===== config.mk =====
export PLATFORM = sky130hd
export DESIGN_NAME = bouncer_array
export DESIGN_NICKNAME = d
export VERILOG_FILES = /design/src/rtl/bouncer_pkg.sv /design/src/rtl/bouncer_ball_step.sv /design/src/rtl/bouncer_array.sv
export SDC_FILE = /design/constraint.sdc
export NUM_CORES = 1
export LEC_CHECK = 0
export ABC_CLOCK_PERIOD_IN_PS = 11620
export BUFFER_PORTS_ARGS = -buffer_cell sky130_fd_sc_hd__buf_2
export CORE_MARGIN = 2
export CORE_UTILIZATION = 69
export DETAILED_ROUTE_END_ITERATION = 8
export PLACE_DENSITY = 0.95
export SLEW_MARGIN = 10
export SYNTH_ARGS = -nofsm -noshare
export SYNTH_HDL_FRONTEND = slang
export SYNTH_SLANG_ARGS = --single-unit

===== constraint.sdc =====
create_clock -name CLK -period 11.62 [get_ports CLK]
set_input_delay 0 -clock CLK [delete_from_list [all_inputs] [get_ports CLK]]
set_output_delay 0 -clock CLK [all_outputs]
set_load 0.05 [all_outputs]

===== src/rtl/bouncer_pkg.sv =====
// Shared widths, FSM encoding and default screen geometry for the bouncing-ball array.
package bouncer_pkg;

   localparam int unsigned POS_W          = 12;
   localparam int unsigned CNT_W          = 16;
   localparam int unsigned DEF_N_BALLS    = 4;
   localparam int unsigned DEF_H_SIZE     = 640;
   localparam int unsigned DEF_V_SIZE     = 480;
   localparam int unsigned DEF_BALL_SIZE  = 4;
   localparam int unsigned DEF_BALL_SPEED = 2;

   typedef logic signed [POS_W-1:0] pos_t;

   typedef enum logic {
      IDLE   = 1'b0,
      UPDATE = 1'b1
   } state_e;

endpackage


===== src/rtl/bouncer_ball_step.sv =====
// One ball's per-frame step: wall reflection, velocity update, optional move and reflection count.
module bouncer_ball_step
   import bouncer_pkg::*;
#(
   parameter int unsigned H_SIZE     = DEF_H_SIZE,
   parameter int unsigned V_SIZE     = DEF_V_SIZE,
   parameter int unsigned BALL_SIZE  = DEF_BALL_SIZE,
   parameter int unsigned BALL_SPEED = DEF_BALL_SPEED
)
(
   input  logic       run,
   input  pos_t       hpos_b,
   input  pos_t       vpos_b,
   input  pos_t       hvel,
   input  pos_t       vvel,
   output pos_t       hpos_nxt_c,
   output pos_t       vpos_nxt_c,
   output pos_t       hvel_nxt_c,
   output pos_t       vvel_nxt_c,
   output logic [1:0] refl_c
);

   localparam pos_t H_LIM   = pos_t'(H_SIZE - BALL_SIZE);
   localparam pos_t V_LIM   = pos_t'(V_SIZE - BALL_SIZE);
   localparam pos_t SPD     = pos_t'(BALL_SPEED);
   localparam pos_t NEG_SPD = pos_t'(-int'(BALL_SPEED));
   localparam pos_t ZERO    = '0;

   logic h_flip;
   logic v_flip;

   // The far wall wins if a ball somehow sits past both limits.
   always_comb begin
      hvel_nxt_c = hvel;
      vvel_nxt_c = vvel;
      if (hpos_b >= H_LIM)
         hvel_nxt_c = NEG_SPD;
      else if (hpos_b <= ZERO)
         hvel_nxt_c = SPD;
      if (vpos_b >= V_LIM)
         vvel_nxt_c = NEG_SPD;
      else if (vpos_b <= ZERO)
         vvel_nxt_c = SPD;

      h_flip = hvel_nxt_c[POS_W-1] ^ hvel[POS_W-1];
      v_flip = vvel_nxt_c[POS_W-1] ^ vvel[POS_W-1];
      refl_c = 2'(h_flip) + 2'(v_flip);

      hpos_nxt_c = run ? pos_t'(hpos_b + hvel_nxt_c) : hpos_b;
      vpos_nxt_c = run ? pos_t'(vpos_b + vvel_nxt_c) : vpos_b;
   end

endmodule


===== src/rtl/bouncer_array.sv =====
// Array of bouncing square balls drawn over a dot grid; one shared step engine
// walks the balls once per frame, starting on the falling edge of vsync.
module bouncer_array
   import bouncer_pkg::*;
#(
   parameter int unsigned N_BALLS    = DEF_N_BALLS,
   parameter int unsigned H_SIZE     = DEF_H_SIZE,
   parameter int unsigned V_SIZE     = DEF_V_SIZE,
   parameter int unsigned BALL_SIZE  = DEF_BALL_SIZE,
   parameter int unsigned BALL_SPEED = DEF_BALL_SPEED
)
(
   input  logic             CLK,
   input  logic             RST,
   input  logic [POS_W-1:0] hpos,
   input  logic [POS_W-1:0] vpos,
   input  logic             display_on,
   input  logic             vsync,
   input  logic             run,
   input  logic             restart,
   output logic             red,
   output logic             green,
   output logic             blue,
   output logic [CNT_W-1:0] bounce_count,
   output logic             busy
);

   localparam int unsigned IDX_W = (N_BALLS > 1) ? $clog2(N_BALLS) : 1;
   localparam int unsigned SUM_W = CNT_W + 1;
   localparam logic [IDX_W-1:0] LAST_IDX = IDX_W'(N_BALLS - 1);
   localparam pos_t SPD     = pos_t'(BALL_SPEED);
   localparam pos_t NEG_SPD = pos_t'(-int'(BALL_SPEED));
   localparam pos_t BS      = pos_t'(BALL_SIZE);

   state_e           state;
   logic [IDX_W-1:0] idx;
   logic             vsync_q;
   logic             frame_ev;

   pos_t ball_x  [N_BALLS];
   pos_t ball_y  [N_BALLS];
   pos_t ball_hv [N_BALLS];
   pos_t ball_vv [N_BALLS];

   pos_t cur_x, cur_y, cur_hv, cur_vv;
   pos_t nxt_x, nxt_y, nxt_hv, nxt_vv;
   logic [1:0]       refl_c;
   logic [SUM_W-1:0] cnt_sum;
   logic [CNT_W-1:0] cnt_nxt;

   logic [N_BALLS-1:0] hit;
   logic any_hit, multi_hit, even_hit, odd_hit, grid;

   function automatic pos_t init_x(input int unsigned i);
      return pos_t'(H_SIZE / 2 + 8 * i);
   endfunction

   function automatic pos_t init_hv(input int unsigned i);
      return (i % 2 == 0) ? SPD : NEG_SPD;
   endfunction

   assign frame_ev = vsync_q & ~vsync;

   // Select the ball currently being stepped and pre-compute the saturated count.
   always_comb begin
      cur_x  = '0;
      cur_y  = '0;
      cur_hv = '0;
      cur_vv = '0;
      for (int unsigned i = 0; i < N_BALLS; i++) begin
         if (idx == IDX_W'(i)) begin
            cur_x  = ball_x[i];
            cur_y  = ball_y[i];
            cur_hv = ball_hv[i];
            cur_vv = ball_vv[i];
         end
      end
      cnt_sum = SUM_W'(bounce_count) + SUM_W'(refl_c);
      cnt_nxt = cnt_sum[CNT_W] ? '1 : cnt_sum[CNT_W-1:0];
   end

   bouncer_ball_step #(
      .H_SIZE     (H_SIZE),
      .V_SIZE     (V_SIZE),
      .BALL_SIZE  (BALL_SIZE),
      .BALL_SPEED (BALL_SPEED)
   ) u_step (
      .run        (run),
      .hpos_b     (cur_x),
      .vpos_b     (cur_y),
      .hvel       (cur_hv),
      .vvel       (cur_vv),
      .hpos_nxt_c (nxt_x),
      .vpos_nxt_c (nxt_y),
      .hvel_nxt_c (nxt_hv),
      .vvel_nxt_c (nxt_vv),
      .refl_c     (refl_c)
   );

   // Frame FSM, ball storage and reflection counter.
   always_ff @(posedge CLK or negedge RST) begin
      if (!RST) begin
         state        <= IDLE;
         idx          <= '0;
         busy         <= 1'b0;
         bounce_count <= '0;
         vsync_q      <= 1'b1;
         for (int unsigned i = 0; i < N_BALLS; i++) begin
            ball_x[i]  <= init_x(i);
            ball_y[i]  <= pos_t'(V_SIZE / 2);
            ball_hv[i] <= init_hv(i);
            ball_vv[i] <= SPD;
         end
      end else begin
         vsync_q <= vsync;
         if (restart) begin
            state        <= IDLE;
            idx          <= '0;
            busy         <= 1'b0;
            bounce_count <= '0;
            for (int unsigned i = 0; i < N_BALLS; i++) begin
               ball_x[i]  <= init_x(i);
               ball_y[i]  <= pos_t'(V_SIZE / 2);
               ball_hv[i] <= init_hv(i);
               ball_vv[i] <= SPD;
            end
         end else begin
            case (state)
               IDLE: begin
                  if (frame_ev) begin
                     state <= UPDATE;
                     idx   <= '0;
                     busy  <= 1'b1;
                  end
               end
               UPDATE: begin
                  for (int unsigned i = 0; i < N_BALLS; i++) begin
                     if (idx == IDX_W'(i)) begin
                        ball_x[i]  <= nxt_x;
                        ball_y[i]  <= nxt_y;
                        ball_hv[i] <= nxt_hv;
                        ball_vv[i] <= nxt_vv;
                     end
                  end
                  bounce_count <= cnt_nxt;
                  if (idx == LAST_IDX) begin
                     state <= IDLE;
                     idx   <= '0;
                     busy  <= 1'b0;
                  end else begin
                     idx <= idx + 1'b1;
                  end
               end
               default: state <= IDLE;
            endcase
         end
      end
   end

   // Beam-vs-ball overlap, computed in wrapping 12-bit signed arithmetic.
   for (genvar g = 0; g < N_BALLS; g++) begin : g_hit
      pos_t dh;
      pos_t dv;
      assign dh     = pos_t'($signed(hpos) - ball_x[g]);
      assign dv     = pos_t'($signed(vpos) - ball_y[g]);
      assign hit[g] = !dh[POS_W-1] && (dh < BS) && !dv[POS_W-1] && (dv < BS);
   end

   always_comb begin
      any_hit   = 1'b0;
      multi_hit = 1'b0;
      even_hit  = 1'b0;
      odd_hit   = 1'b0;
      for (int unsigned i = 0; i < N_BALLS; i++) begin
         if (hit[i]) begin
            multi_hit = multi_hit | any_hit;
            any_hit   = 1'b1;
            if (i % 2 == 0)
               even_hit = 1'b1;
            else
               odd_hit = 1'b1;
         end
      end
      grid = (hpos[2:0] == 3'd0) && (vpos[2:0] == 3'd0);
   end

   always_ff @(posedge CLK or negedge RST) begin
      if (!RST) begin
         red   <= 1'b0;
         green <= 1'b0;
         blue  <= 1'b0;
      end else if (!display_on) begin
         red   <= 1'b0;
         green <= 1'b0;
         blue  <= 1'b0;
      end else if (multi_hit) begin
         red   <= 1'b1;
         green <= 1'b1;
         blue  <= 1'b1;
      end else begin
         red   <= even_hit;
         green <= grid | any_hit;
         blue  <= odd_hit;
      end
   end

endmodule


==> impl_metrics.toml <==
[clocking]
postCtsSetupBuffers = 0
cts_sinks = 216
clk_latency_ns = 0.52
clk_path_buf_depth = 3
cts_inserted_buffers = 24
htreeDepth = 1
cts_root_buffer = "clkbuf_16"
cts_tree = "done"
cts.reportedPaths.clkPinSlew_ns = 0.06

[die]
coreArea_mm2 = 0.0219
ios = 50
dieWidth_um = 153
row_count = 54
fp.dieArea_mm2 = 0.0235
die_y_um = 153
initial_utilization = 0.704

[logic_synthesis]
synth-edff-count = 0
synth_area_mm2 = 0.0154
synth_seq_area_share = 0.356
synth_cells = 1834
async_reset_ff_frac = 1.00
ys_ff_latch = 216
yosysUniqueCellTypes = 87
synth_top_area_share = 0.258
yosys.area.top_type = "dfrtp_1"
synthesis.nets = 1975
syn_area_per_cell_um2 = 8.40
synth_ff_type = "dfrtp_1"
synth.area.top_cells = "dfrtp_1 26%, dfstp_2 9.7%, ha_1 8.8%, nor2_1 4.8%, a211oi_1 4.4%"
synth_warnings = 0

[timing]
period_share = 0.560
maxSlewViolCount = 0
relSlewSlack = 0.183
timing.hold.ws_ns = 0.0713
final.setup.tns_ns = 0
finalCriticalPeriod_ns = 6.51
final-setup-viol-count = 0
fin_worst_skew_ns = 0.0115
final_hold_viol_count = 0
fmax_mhz = 154
tightest_slew_ns = 1.23
rsz0062_at_grt = "false"

[route]
drt_pre_antenna_iters = 7
drc = 0
vias = 14700
first_iter_violations = 2076
ant_nets = 0
wl_mm = 44.6
routedWlPerCell_um = 21.0
avgViaCountPerCell = 6.91

[worst_hold_path]
min_path_type = "primary input to async pin"

[global_route]
grt_pass1_vias = 14300
gr-usage-met1 = 0.485
grt_antenna_before_repair = 0
grt.met3_usage = 0.0595
grt_pass1_wl_mm = 71.8
top_usage_layer = "met2"
met2_usage = 0.592
grt_max_degree = 89
gr-total-overflow = 0
grt_usage = 0.372

[pwr]
p_per_area_mw_per_mm2 = 128
vdd_ir_drop_max_mv = 0.131
p_leak_nw = 7.53

[run]
drv_cap = 0

[finish]
most-common-layout-cells = "197 x nor2_1, 159 x dfrtp_1, 147 x nand2_1, 147 x inv_1, 124 x o21ai_0"
final_common_cell = "nor2_1"
seq_area_mm2 = 0.00548
diodes = 0
drive_gt1_frac = 0.116
fill_cells = 1488
multi_input_area_mm2 = 0.00894
fin_nets = 1965
syn_to_final_growth_pct = 7.63
fin_util = 0.757

[critical_path]
critPathMaxFanout = 31
endpoint_kind = "flop"
crit_path_start_kind = "flop"
worstPathRequired_ns = 11.96
crit_type = "flop to flop"
arrival_ns = 6.85

[placed_design]
hpwl_mm = 30.5
portBuffers = 49
routabilityCongestion = 1.03

[run_status]
status = "finished clean"
==> cell families after synthesis <==
group | count (synthesis) | synth area share
xor gates and xnor gates | 46 | 0.0266
and+or+nand+nor | 579 | 0.177
muxes | 17 | 0.0115
buffers and inverters | 259 | 0.0654
adders and majority gates | 111 | 0.0916
AOI/OAI and AO/OA | 606 | 0.273
DFF | 216 | 0.356
==> stage by stage <==
| stage | worst slack [ns] | power, W | cells | area (µm²) |
|---|---|---|---|---|
| 5_1_grt | 4.72 | 0.00220 | 2122 | 16600 |
| 3_3_place_gp | 5.81 | 0.00132 | 2071 | 15700 |
| 2_1_floorplan | 7.11 | 0.00119 | 1834 | 15400 |
| 6_report | 5.11 | 0.00212 | 2122 | 16600 |
| 4_1_cts | 5.39 | 0.00210 | 2122 | 16600 |
| 3_5_place_dp | 5.53 | 0.00134 | 2071 | 15700 |
==> routing by layer <==
metal	share of wire	wire (µm)
met2	0.45	20200
met4	0.061	2730
met3	0.10	4640
met5	0	0
met1	0.38	17000
==> registers in the layout, indices dropped and copies added (netlist names) <==
register / cells
ball_hv: 48
ball_y: 48
ball_x: 48
red: 1
state: 1
vsync_q: 1
green: 1
bounce_count: 16
busy: 1
idx: 2
blue: 1
ball_vv: 48
==> power breakdown <==
group          total [W]  leakage (nW)  internal (W)  switching (W)
sequential      0.000797          2.80      0.000777      0.0000201
clock           0.000768         0.383      0.000461       0.000307
combinational   0.000552          4.35      0.000200       0.000352
total            0.00212          7.53       0.00144       0.000680
==> worst paths after layout <==
path                             from  cells after the start  slack [ns]               end
hold reg to reg            ball_hv[0]                      1        0.49        ball_hv[0]
min in group CLK                  run                      2        0.16        ball_y[11]
setup / recovery               idx[0]                     21        5.11        ball_y[47]
setup reg to reg               idx[0]                     21        5.11        ball_y[47]
hold / removal                    RST                      2        0.07  bounce_count[12]
max in group asynchronous         RST                      3       10.12        ball_y[24]
==> layout make-up <==
type                       instances  area share
tap                              280      0.0211
sequential                       216       0.330
clock inverter                     5     0.00475
timing repair buffer              74      0.0278
clock buffer                      39      0.0427
inverter                         149      0.0337
multi-input combinational       1359       0.539
==> critical path: stages, from the launching register on <==
cell	delay [ns]
dfrtp_1	0.45
inv_1	0.12
ha_1	0.63
nor2b_2	0.50
buf_4	0.49
a22oi_1	0.17
o221a_2	0.34
nand4b_1	0.19
o21ai_2	0.19
nor3_1	0.42
o311a_1	0.39
inv_1	0.08
ha_1	0.27
a21oi_1	0.16
o21ai_0	0.17
o41ai_1	0.47
o21ai_0	0.24
o41a_1	0.41
o31ai_1	0.24
a32oi_1	0.13
nand2_1	0.14
a21oi_1	0.11
==> Yosys cell counts, drive strengths merged (24+ instances only) <==
library cell    n
nand2b         26
buf            29
a221o          28
a21o           26
a21oi         104
dfrtp         159
ha            108
xnor2          26
o21ai         132
a211oi         93
nor2          200
inv           148
o211ai         48
nand2         148
o21a           24
nor3           31
nand3          61
clkbuf         81
dfstp          57
==> repair_timing <==
item	CTS	global route
resized for setup	0	0
hold endpoints to repair	86	0
hold buffers	7	0
Note: power is estimated with default switching activity, not from simulation.
